## src/rtl/pmci_axil_req_arbiter.sv

```systemverilog
// Round-robin arbiter sharing one AXI4-Lite master among NUM_REQ requesters, one transaction in flight.
// Optional response watchdog enabled by defining PMCI_ARB_TIMEOUT_EN.
module pmci_axil_req_arbiter #(
    parameter int unsigned NUM_REQ     = 2,
    parameter int unsigned AW          = 21,
    parameter int unsigned DW          = 32,
    parameter int unsigned TIMEOUT_CYC = 1024
) (
    input  logic                        clk,
    input  logic                        rst,
    input  logic [NUM_REQ-1:0]          req_valid,
    output logic [NUM_REQ-1:0]          req_ready,
    input  logic [NUM_REQ-1:0]          req_write,
    input  logic [NUM_REQ*AW-1:0]       req_addr,
    input  logic [NUM_REQ*DW-1:0]       req_wdata,
    input  logic [NUM_REQ*(DW/8)-1:0]   req_wstrb,
    output logic [NUM_REQ-1:0]          rsp_valid,
    output logic [DW-1:0]               rsp_rdata,
    output logic                        rsp_err,
    output logic                        m_awvalid,
    input  logic                        m_awready,
    output logic [AW-1:0]               m_awaddr,
    output logic                        m_wvalid,
    input  logic                        m_wready,
    output logic [DW-1:0]               m_wdata,
    output logic [DW/8-1:0]             m_wstrb,
    input  logic                        m_bvalid,
    output logic                        m_bready,
    input  logic [1:0]                  m_bresp,
    output logic                        m_arvalid,
    input  logic                        m_arready,
    output logic [AW-1:0]               m_araddr,
    input  logic                        m_rvalid,
    output logic                        m_rready,
    input  logic [DW-1:0]               m_rdata,
    input  logic [1:0]                  m_rresp
);

    localparam int unsigned IW = (NUM_REQ > 1) ? $clog2(NUM_REQ) : 1;
    localparam int unsigned SW = DW / 8;

    typedef enum logic [1:0] {
        IDLE = 2'd0,
        ADDR = 2'd1,
        RESP = 2'd2,
        DONE = 2'd3
    } state_t;

    state_t             state_q, state_d;
    logic [IW-1:0]      ptr_q, ptr_d;
    logic [IW-1:0]      gnt_q, gnt_d;
    logic               wr_q, wr_d;
    logic [AW-1:0]      addr_q, addr_d;
    logic [DW-1:0]      wdata_q, wdata_d;
    logic [SW-1:0]      wstrb_q, wstrb_d;
    logic               awvalid_q, awvalid_d;
    logic               wvalid_q, wvalid_d;
    logic               arvalid_q, arvalid_d;
    logic               bready_q, bready_d;
    logic               rready_q, rready_d;
    logic [NUM_REQ-1:0] req_ready_q, req_ready_d;
    logic [NUM_REQ-1:0] rsp_valid_q, rsp_valid_d;
    logic [DW-1:0]      rsp_rdata_q, rsp_rdata_d;
    logic               rsp_err_q, rsp_err_d;

    logic               any_req;
    logic               hit_hi;
    logic [IW-1:0]      sel_hi, sel_lo, sel;
    logic               tmo_hit;

    assign any_req = |req_valid;

    // Round-robin pick: lowest requester at/above the pointer, else lowest overall.
    always_comb begin
        hit_hi = 1'b0;
        sel_hi = '0;
        sel_lo = '0;
        for (int i = NUM_REQ - 1; i >= 0; i--) begin
            if (req_valid[i]) begin
                sel_lo = IW'(i);
                if (IW'(i) >= ptr_q) begin
                    hit_hi = 1'b1;
                    sel_hi = IW'(i);
                end
            end
        end
        sel = hit_hi ? sel_hi : sel_lo;
    end

`ifdef PMCI_ARB_TIMEOUT_EN
    localparam int unsigned CW = $clog2(TIMEOUT_CYC + 1);

    logic [CW-1:0] tmo_cnt_q, tmo_cnt_d;

    // Watchdog counts cycles spent in ADDR/RESP; cleared by every grant.
    always_comb begin
        tmo_cnt_d = tmo_cnt_q;
        if (state_q == IDLE) begin
            tmo_cnt_d = '0;
        end else if ((state_q == ADDR) || (state_q == RESP)) begin
            tmo_cnt_d = tmo_cnt_q + CW'(1);
        end
    end

    assign tmo_hit = ((state_q == ADDR) || (state_q == RESP)) &&
                     (tmo_cnt_q == CW'(TIMEOUT_CYC - 1));

    always_ff @(posedge clk or posedge rst) begin
        if (rst) begin
            tmo_cnt_q <= '0;
        end else begin
            tmo_cnt_q <= tmo_cnt_d;
        end
    end
`else
    assign tmo_hit = 1'b0;
`endif

    always_comb begin
        state_d     = state_q;
        ptr_d       = ptr_q;
        gnt_d       = gnt_q;
        wr_d        = wr_q;
        addr_d      = addr_q;
        wdata_d     = wdata_q;
        wstrb_d     = wstrb_q;
        awvalid_d   = 1'b0;
        wvalid_d    = 1'b0;
        arvalid_d   = 1'b0;
        bready_d    = 1'b0;
        rready_d    = 1'b0;
        req_ready_d = '0;
        rsp_valid_d = '0;
        rsp_rdata_d = rsp_rdata_q;
        rsp_err_d   = rsp_err_q;

        case (state_q)
            IDLE: begin
                bready_d = 1'b1;
                rready_d = 1'b1;
                if (any_req) begin
                    gnt_d              = sel;
                    req_ready_d[sel]   = 1'b1;
                    wr_d               = req_write[sel];
                    addr_d             = req_addr[sel*AW +: AW];
                    wdata_d            = req_wdata[sel*DW +: DW];
                    wstrb_d            = req_wstrb[sel*SW +: SW];
                    bready_d           = 1'b0;
                    rready_d           = 1'b0;
                    state_d            = ADDR;
                end
            end
            ADDR: begin
                if (|req_ready_q) begin
                    // First ADDR cycle launches the address (and data) channels.
                    awvalid_d = wr_q;
                    wvalid_d  = wr_q;
                    arvalid_d = ~wr_q;
                end else begin
                    awvalid_d = awvalid_q & ~m_awready;
                    wvalid_d  = wvalid_q & ~m_wready;
                    arvalid_d = arvalid_q & ~m_arready;
                    if (!awvalid_d && !wvalid_d && !arvalid_d) begin
                        bready_d = wr_q;
                        rready_d = ~wr_q;
                        state_d  = RESP;
                    end
                end
            end
            RESP: begin
                bready_d = bready_q;
                rready_d = rready_q;
                if (wr_q ? (m_bvalid && bready_q) : (m_rvalid && rready_q)) begin
                    rsp_rdata_d        = wr_q ? '0 : m_rdata;
                    rsp_err_d          = wr_q ? m_bresp[1] : m_rresp[1];
                    rsp_valid_d[gnt_q] = 1'b1;
                    bready_d           = 1'b0;
                    rready_d           = 1'b0;
                    state_d            = DONE;
                end
            end
            DONE: begin
                ptr_d    = (gnt_q == IW'(NUM_REQ - 1)) ? '0 : gnt_q + IW'(1);
                bready_d = 1'b1;
                rready_d = 1'b1;
                state_d  = IDLE;
            end
            default: begin
                state_d = IDLE;
            end
        endcase

        // Watchdog expiry abandons the transaction and reports an error.
        if (tmo_hit && (state_d != DONE)) begin
            awvalid_d          = 1'b0;
            wvalid_d           = 1'b0;
            arvalid_d          = 1'b0;
            bready_d           = 1'b0;
            rready_d           = 1'b0;
            rsp_rdata_d        = '1;
            rsp_err_d          = 1'b1;
            rsp_valid_d        = '0;
            rsp_valid_d[gnt_q] = 1'b1;
            state_d            = DONE;
        end
    end

    always_ff @(posedge clk or posedge rst) begin
        if (rst) begin
            state_q     <= IDLE;
            ptr_q       <= '0;
            gnt_q       <= '0;
            wr_q        <= 1'b0;
            addr_q      <= '0;
            wdata_q     <= '0;
            wstrb_q     <= '0;
            awvalid_q   <= 1'b0;
            wvalid_q    <= 1'b0;
            arvalid_q   <= 1'b0;
            bready_q    <= 1'b1;
            rready_q    <= 1'b1;
            req_ready_q <= '0;
            rsp_valid_q <= '0;
            rsp_rdata_q <= '0;
            rsp_err_q   <= 1'b0;
        end else begin
            state_q     <= state_d;
            ptr_q       <= ptr_d;
            gnt_q       <= gnt_d;
            wr_q        <= wr_d;
            addr_q      <= addr_d;
            wdata_q     <= wdata_d;
            wstrb_q     <= wstrb_d;
            awvalid_q   <= awvalid_d;
            wvalid_q    <= wvalid_d;
            arvalid_q   <= arvalid_d;
            bready_q    <= bready_d;
            rready_q    <= rready_d;
            req_ready_q <= req_ready_d;
            rsp_valid_q <= rsp_valid_d;
            rsp_rdata_q <= rsp_rdata_d;
            rsp_err_q   <= rsp_err_d;
        end
    end

    assign req_ready = req_ready_q;
    assign rsp_valid = rsp_valid_q;
    assign rsp_rdata = rsp_rdata_q;
    assign rsp_err   = rsp_err_q;
    assign m_awvalid = awvalid_q;
    assign m_awaddr  = addr_q;
    assign m_wvalid  = wvalid_q;
    assign m_wdata   = wdata_q;
    assign m_wstrb   = wstrb_q;
    assign m_bready  = bready_q;
    assign m_arvalid = arvalid_q;
    assign m_araddr  = addr_q;
    assign m_rready  = rready_q;

    // Only resp[1] distinguishes error from okay.
    logic unused_ok;
    assign unused_ok = ^{m_bresp[0], m_rresp[0], 32'(TIMEOUT_CYC)};

endmodule

```

## config.mk

```make
export PLATFORM = sky130hd
export DESIGN_NAME = pmci_axil_req_arbiter
export DESIGN_NICKNAME = d
export VERILOG_FILES = /design/src/rtl/pmci_axil_req_arbiter.sv
export SDC_FILE = /design/constraint.sdc
export NUM_CORES = 1
export LEC_CHECK = 0
export CAP_MARGIN = 20
export CORE_MARGIN = 5
export CORE_UTILIZATION = 25
export DETAILED_ROUTE_END_ITERATION = 12
export PLACE_DENSITY = 0.59
export SLEW_MARGIN = 40
export SYNTH_ARGS = -nofsm -noshare
export SYNTH_HDL_FRONTEND = slang
export SYNTH_SLANG_ARGS = --single-unit
```

## constraint.sdc

```tcl
create_clock -name clk -period 3.9 [get_ports clk]
set_input_delay 0.975 -clock clk [delete_from_list [all_inputs] [get_ports clk]]
set_output_delay 0.975 -clock clk [all_outputs]
set_load 0.1 [all_outputs]
```

==> results_dict.tcl, run 1 <==
set metrics [dict create \
    tns_ns 0 \
    path_clk_slew_ns 0.08 \
    ys.flop_type "dfrtp_1" \
    synth_area_per_cell_um2 9.92 \
    syn-num-nets 646 \
    dieArea_mm2 0.0219 \
    ff_latch_area_mm2 0.00261 \
    core_mm2 0.0187 \
    fillers 1838 \
    hold_viol 0 \
    grt_pass1_vias 4370 \
    ys_warn_count 0 \
    antenna_found_initial 0 \
    worstPathArrival_ns 2.66 \
    ys_ff_latch 104 \
    worst_pin_slew_ns 0.687 \
    crit_path_cell_trace "clkdlybuf4s50_1 -> inv_1 -> o21ai_4 -> buf_12 -> mux2i_1 -> o21ai_0" \
    cp_max_fo 51 \
    grt_max_degree 78 \
    io_buffers 278 \
    cts_buffers 9 \
    timing.hold.ws_ns 0.467 \
    status "complete, no violations" \
    routabilityCongestion 0.803 \
    die_x_um 148 \
    synth_area_mm2 0.00476 \
    setup_viol 0 \
    criticalPathCategory "in -> reg" \
    clkLatencyLatePin_ns 0.35 \
    critPathMaxStageDelay_ns 0.58 \
    post-cts-setup-buffers 0 \
    hold_depth 1 \
    required_ns 4.10 \
    ios 281 \
    drtPass1Iterations 4 \
    synth_top_area_frac 0.536 \
    cts_buffer_depth 2 \
    cts_resized 0 \
    hp-class "reg -> reg" \
    crit_path_start_kind "input port" \
    cts_hold_buf 0 \
    synth.distinct_cells 31 \
    fp.dieH_um 148 \
    syn_to_final_growth_pct 54.0 \
    skew_ns 0.0135 \
    fmax_mhz 407 \
    vias_per_cell 4.32 \
    yosysMostFrequentCell "nand2_1" \
    drt_iter0_markers 105 \
    slew_headroom 0.542 \
    drv_slew 0 \
    grt_overflow_total 0 \
    reg2regPathDepth 5 \
    rsz0062_at_grt "no" \
    crit_slowest_cell "clkdlybuf4s50_1" \
    cts_max_level 3 \
    cts_tree "built" \
    synth_edf_count 0 \
    hpwl_mm 11.5 \
    async_reset_ff_frac 1.00 \
    row_count 50 \
    num_vias 4157 \
    yosysSeqAreaShare 0.547 \
    route.detailed.drc 0 \
    synth_commonest_cells "126 x nand2_1, 102 x dfrtp_1, 71 x o21ai_0, 59 x mux2i_1, 23 x o21ai_1" \
    synth.area.top_cells "dfrtp_1 54%, mux2i_1 12%, nand2_1 9.9%" \
    num-nets-final 890 \
    multi_input_area_mm2 0.00186 \
    initial_utilization 0.255 \
    wirelength_mm 14.7 \
    cts_root_buf "clkbuf_16" \
    rrSetupSlack_ns 1.90 \
    cp-end-kind "flip-flop" \
    track_usage 0.132 \
    route.antenna.remaining_nets 0 \
    post_drt_wl_per_cell_um 15.3 \
    grt_pass1_wl_mm 23.2 \
    n_antenna_cell 0 \
    max_cap_violations 0 \
    syn_inst 480 \
    cts_sinks 104 \
    layout_min_cycle_time_ns 2.46 \
    drive_above_1_share 0.213 \
    synth_top_area_cell "dfrtp_1" \
    fin_crit_sh 0.631 \
]
==> layout by cell type, fill, tap and decap left out, drive strengths merged, types with 2 or more instances in the layout <==
master         instances
a311oi                 2
buf                  126
clkbuf                 9
clkdlybuf4s50        158
clkinv                 2
dfrtp                102
dfstp                  2
ha                     5
inv                   13
mux2                   2
mux2i                 59
nand2                126
nand3                  3
nor2                   7
nor2b                  4
o21ai                 94
o22ai                  2
==> registers in the layout, indices dropped and copies added, names as in the netlist <==
signal,cells
m_arvalid,1
rsp_rdata,32
rsp_err,1
m_araddr,21
m_rready,1
m_awvalid,1
wr_q,1
m_wstrb,4
state_q,2
rsp_valid,2
gnt_q,1
m_wdata,32
ptr_q,1
req_ready,2
m_bready,1
m_wvalid,1
==> metal layers <==
metal	part of all wire	global-route usage	vias up
li1	-	-	2073
met1	0.44	0.167	1879
met2	0.45	0.209	189
met3	0.090	0.0420	16
met4	0.021	0.0540	0
met5	0	0	-
==> path summary, 6_finish.rpt <==
path / start / to
worst max-delay path: req_valid[0] / m_wdata[22]
worst min-delay path: gnt_q / rsp_valid[0]
worst max register to register: state_q[0] / rsp_rdata[7]
worst min register to register: gnt_q / rsp_valid[0]
max in group asynchronous: rst / m_rready
min in group asynchronous: rst / m_araddr[11]
==> kinds of logic after synthesis <==
group                      synth area share
DFF                                   0.547
AOI/OAI and AO/OA                     0.119
and+or+nand+nor                       0.124
adders and majority gates            0.0131
muxes                                 0.130
buffers and inverters                0.0675
==> per-stage QoR <==
stage | cell area, um^2 | instances | utilization | setup slack, ns
finish | 7330 | 963 | 0.392 | 1.44
global route | 7330 | 963 | 0.392 | 1.37
CTS | 7330 | 963 | 0.392 | 1.43
detailed placement | 7050 | 947 | 0.377 | 1.04
global placement | 7640 | 947 | 0.409 | 1.08
floorplan | 4760 | 480 | - | 0.196
==> critical path: cells and delay by family <==
| family | cells | cell delay (ns) |
|---|---|---|
| AOI/OAI and AO/OA | 2 | 0.28 |
| muxes | 1 | 0.34 |
| buffers and inverters | 3 | 0.97 |
==> cell type report <==
class / instances / area share
clock inverters: 7 / 0.00836
flip-flops and latches: 104 / 0.355
repair buffers: 284 / 0.307
clock buffers: 9 / 0.0307
well taps: 234 / 0.0399
inverters: 9 / 0.00495
multi-input cells: 316 / 0.253
Power of run 1 is left out: the tool's default activity adds up to more than one toggle a clock period on the data nets, which glitch-free logic cannot reach.
==> inputs of run 2 (changes only) <==
Clock period 3.9 ns to 2.1 ns, I/O delays scaled along.
==> results_dict.tcl, run 2 (synthesis gave the netlist of run 1 again) <==
set metrics [dict create \
    status "complete, no violations" \
    drtPass1Iterations 4 \
    track_usage 0.132 \
    cts_resized 0 \
    initial_utilization 0.255 \
    post-cts-setup-buffers 0 \
    wirelength_mm 14.9 \
    core_mm2 0.0187 \
    clkLatencyLatePin_ns 0.34 \
    num-nets-final 908 \
    worstPathArrival_ns 2.04 \
    cts_root_buf "clkbuf_16" \
    route.antenna.remaining_nets 0 \
    criticalPathCategory "in -> reg" \
    cp-end-kind "flip-flop" \
    cts_hold_buf 0 \
    crit_path_start_kind "input port" \
    cts_tree "built" \
    route.detailed.drc 0 \
    hold_viol 0 \
    reg2regPathDepth 6 \
    rrSetupSlack_ns 0.40 \
    ios 281 \
    max_cap_violations 0 \
    dieArea_mm2 0.0219 \
    die_x_um 148 \
    hp-class "reg -> reg" \
    row_count 50 \
    cts_sinks 104 \
    n_antenna_cell 0 \
    grt_overflow_total 0 \
    drive_above_1_share 0.229 \
    layout_min_cycle_time_ns 1.81 \
    grt_max_degree 69 \
    setup_viol 0 \
    path_clk_slew_ns 0.07 \
    io_buffers 278 \
    dpl_cell_area_mm2 0.00759 \
    required_ns 2.32 \
    skew_ns 0.00887 \
    drv_slew 0 \
    hpwl_mm 11.9 \
    antenna_found_initial 0 \
    vias_per_cell 4.32 \
    post_drt_wl_per_cell_um 15.2 \
    worst_pin_slew_ns 0.345 \
    fp.dieH_um 148 \
    num_vias 4241 \
    rsz0062_at_grt "no" \
    hold_depth 2 \
    fmax_mhz 551 \
    detailedPlace.worstSlack_ns -0.0939 \
    fin_crit_sh 0.864 \
    final_cell_area_mm2 0.00788 \
    grt_pass1_vias 4404 \
    layout_common_cells "158 x clkdlybuf4s50_1, 133 x buf_4, 126 x nand2_1, 102 x dfrtp_1, 71 x o21ai_0" \
    slew_headroom 0.768 \
    cts_buffers 9 \
    fin_ws_ns 0.285 \
    syn_to_final_growth_pct 65.4 \
    grt_pass1_wl_mm 23.1 \
    mostFrequentLayoutCell "clkdlybuf4s50_1" \
    cts_buffer_depth 2 \
    routabilityCongestion 0.782 \
    cp_max_fo 22 \
    cts_max_level 3 \
    drt_iter0_markers 122 \
]
run 2: cell type report:
class,count,area (um^2)
multi-input combinational,316,1860
clock buffer,12,256
timing repair buffer,302,2800
fill,1805,10800
tap,234,293
sequential,104,2610
inverter,9,37.5
clock inverter,4,28.8
run 2: critical path, stage by stage:
cell	delay (ns)
clkdlybuf4s50_1	0.52
inv_1	0.08
o21ai_4	0.18
buf_12	0.22
buf_4	0.17
mux2i_1	0.22
o21ai_0	0.10
run 2: per-layer routing:
metal | track usage | wire length [um] | vias to the layer above
li1 | - | - | 2110
met1 | 0.163 | 6230 | 1928
met2 | 0.217 | 7000 | 190
met3 | 0.0432 | 1450 | 13
met4 | 0.0443 | 214 | 0
met5 | 0 | 0 | -
run 2: path summary, 6_finish.rpt:
kind,startpoint,endpoint
worst max-delay path,req_valid[0],m_wdata[31]
worst min-delay path,m_wdata[12],m_wdata[12]
max in group asynchronous,rst,m_bready
min in group asynchronous,rst,m_wdata[11]
worst max register to register,state_q[0],state_q[1]
worst min register to register,m_wdata[12],m_wdata[12]
run 2: per-stage QoR:
step | instances | util | setup TNS, ns | hold WS (ns)
5_1_grt | 981 | 0.421 | 0 | 0.502
4_1_cts | 981 | 0.421 | 0 | 0.486
6_report | 981 | 0.421 | 0 | 0.482
3_5_place_dp | 965 | 0.406 | -1.09 | 0.471
2_1_floorplan | 480 | - | 0 | 0.426
3_3_place_gp | 965 | 0.406 | -0.263 | 0.464
Power of run 2 is left out for the same reason.
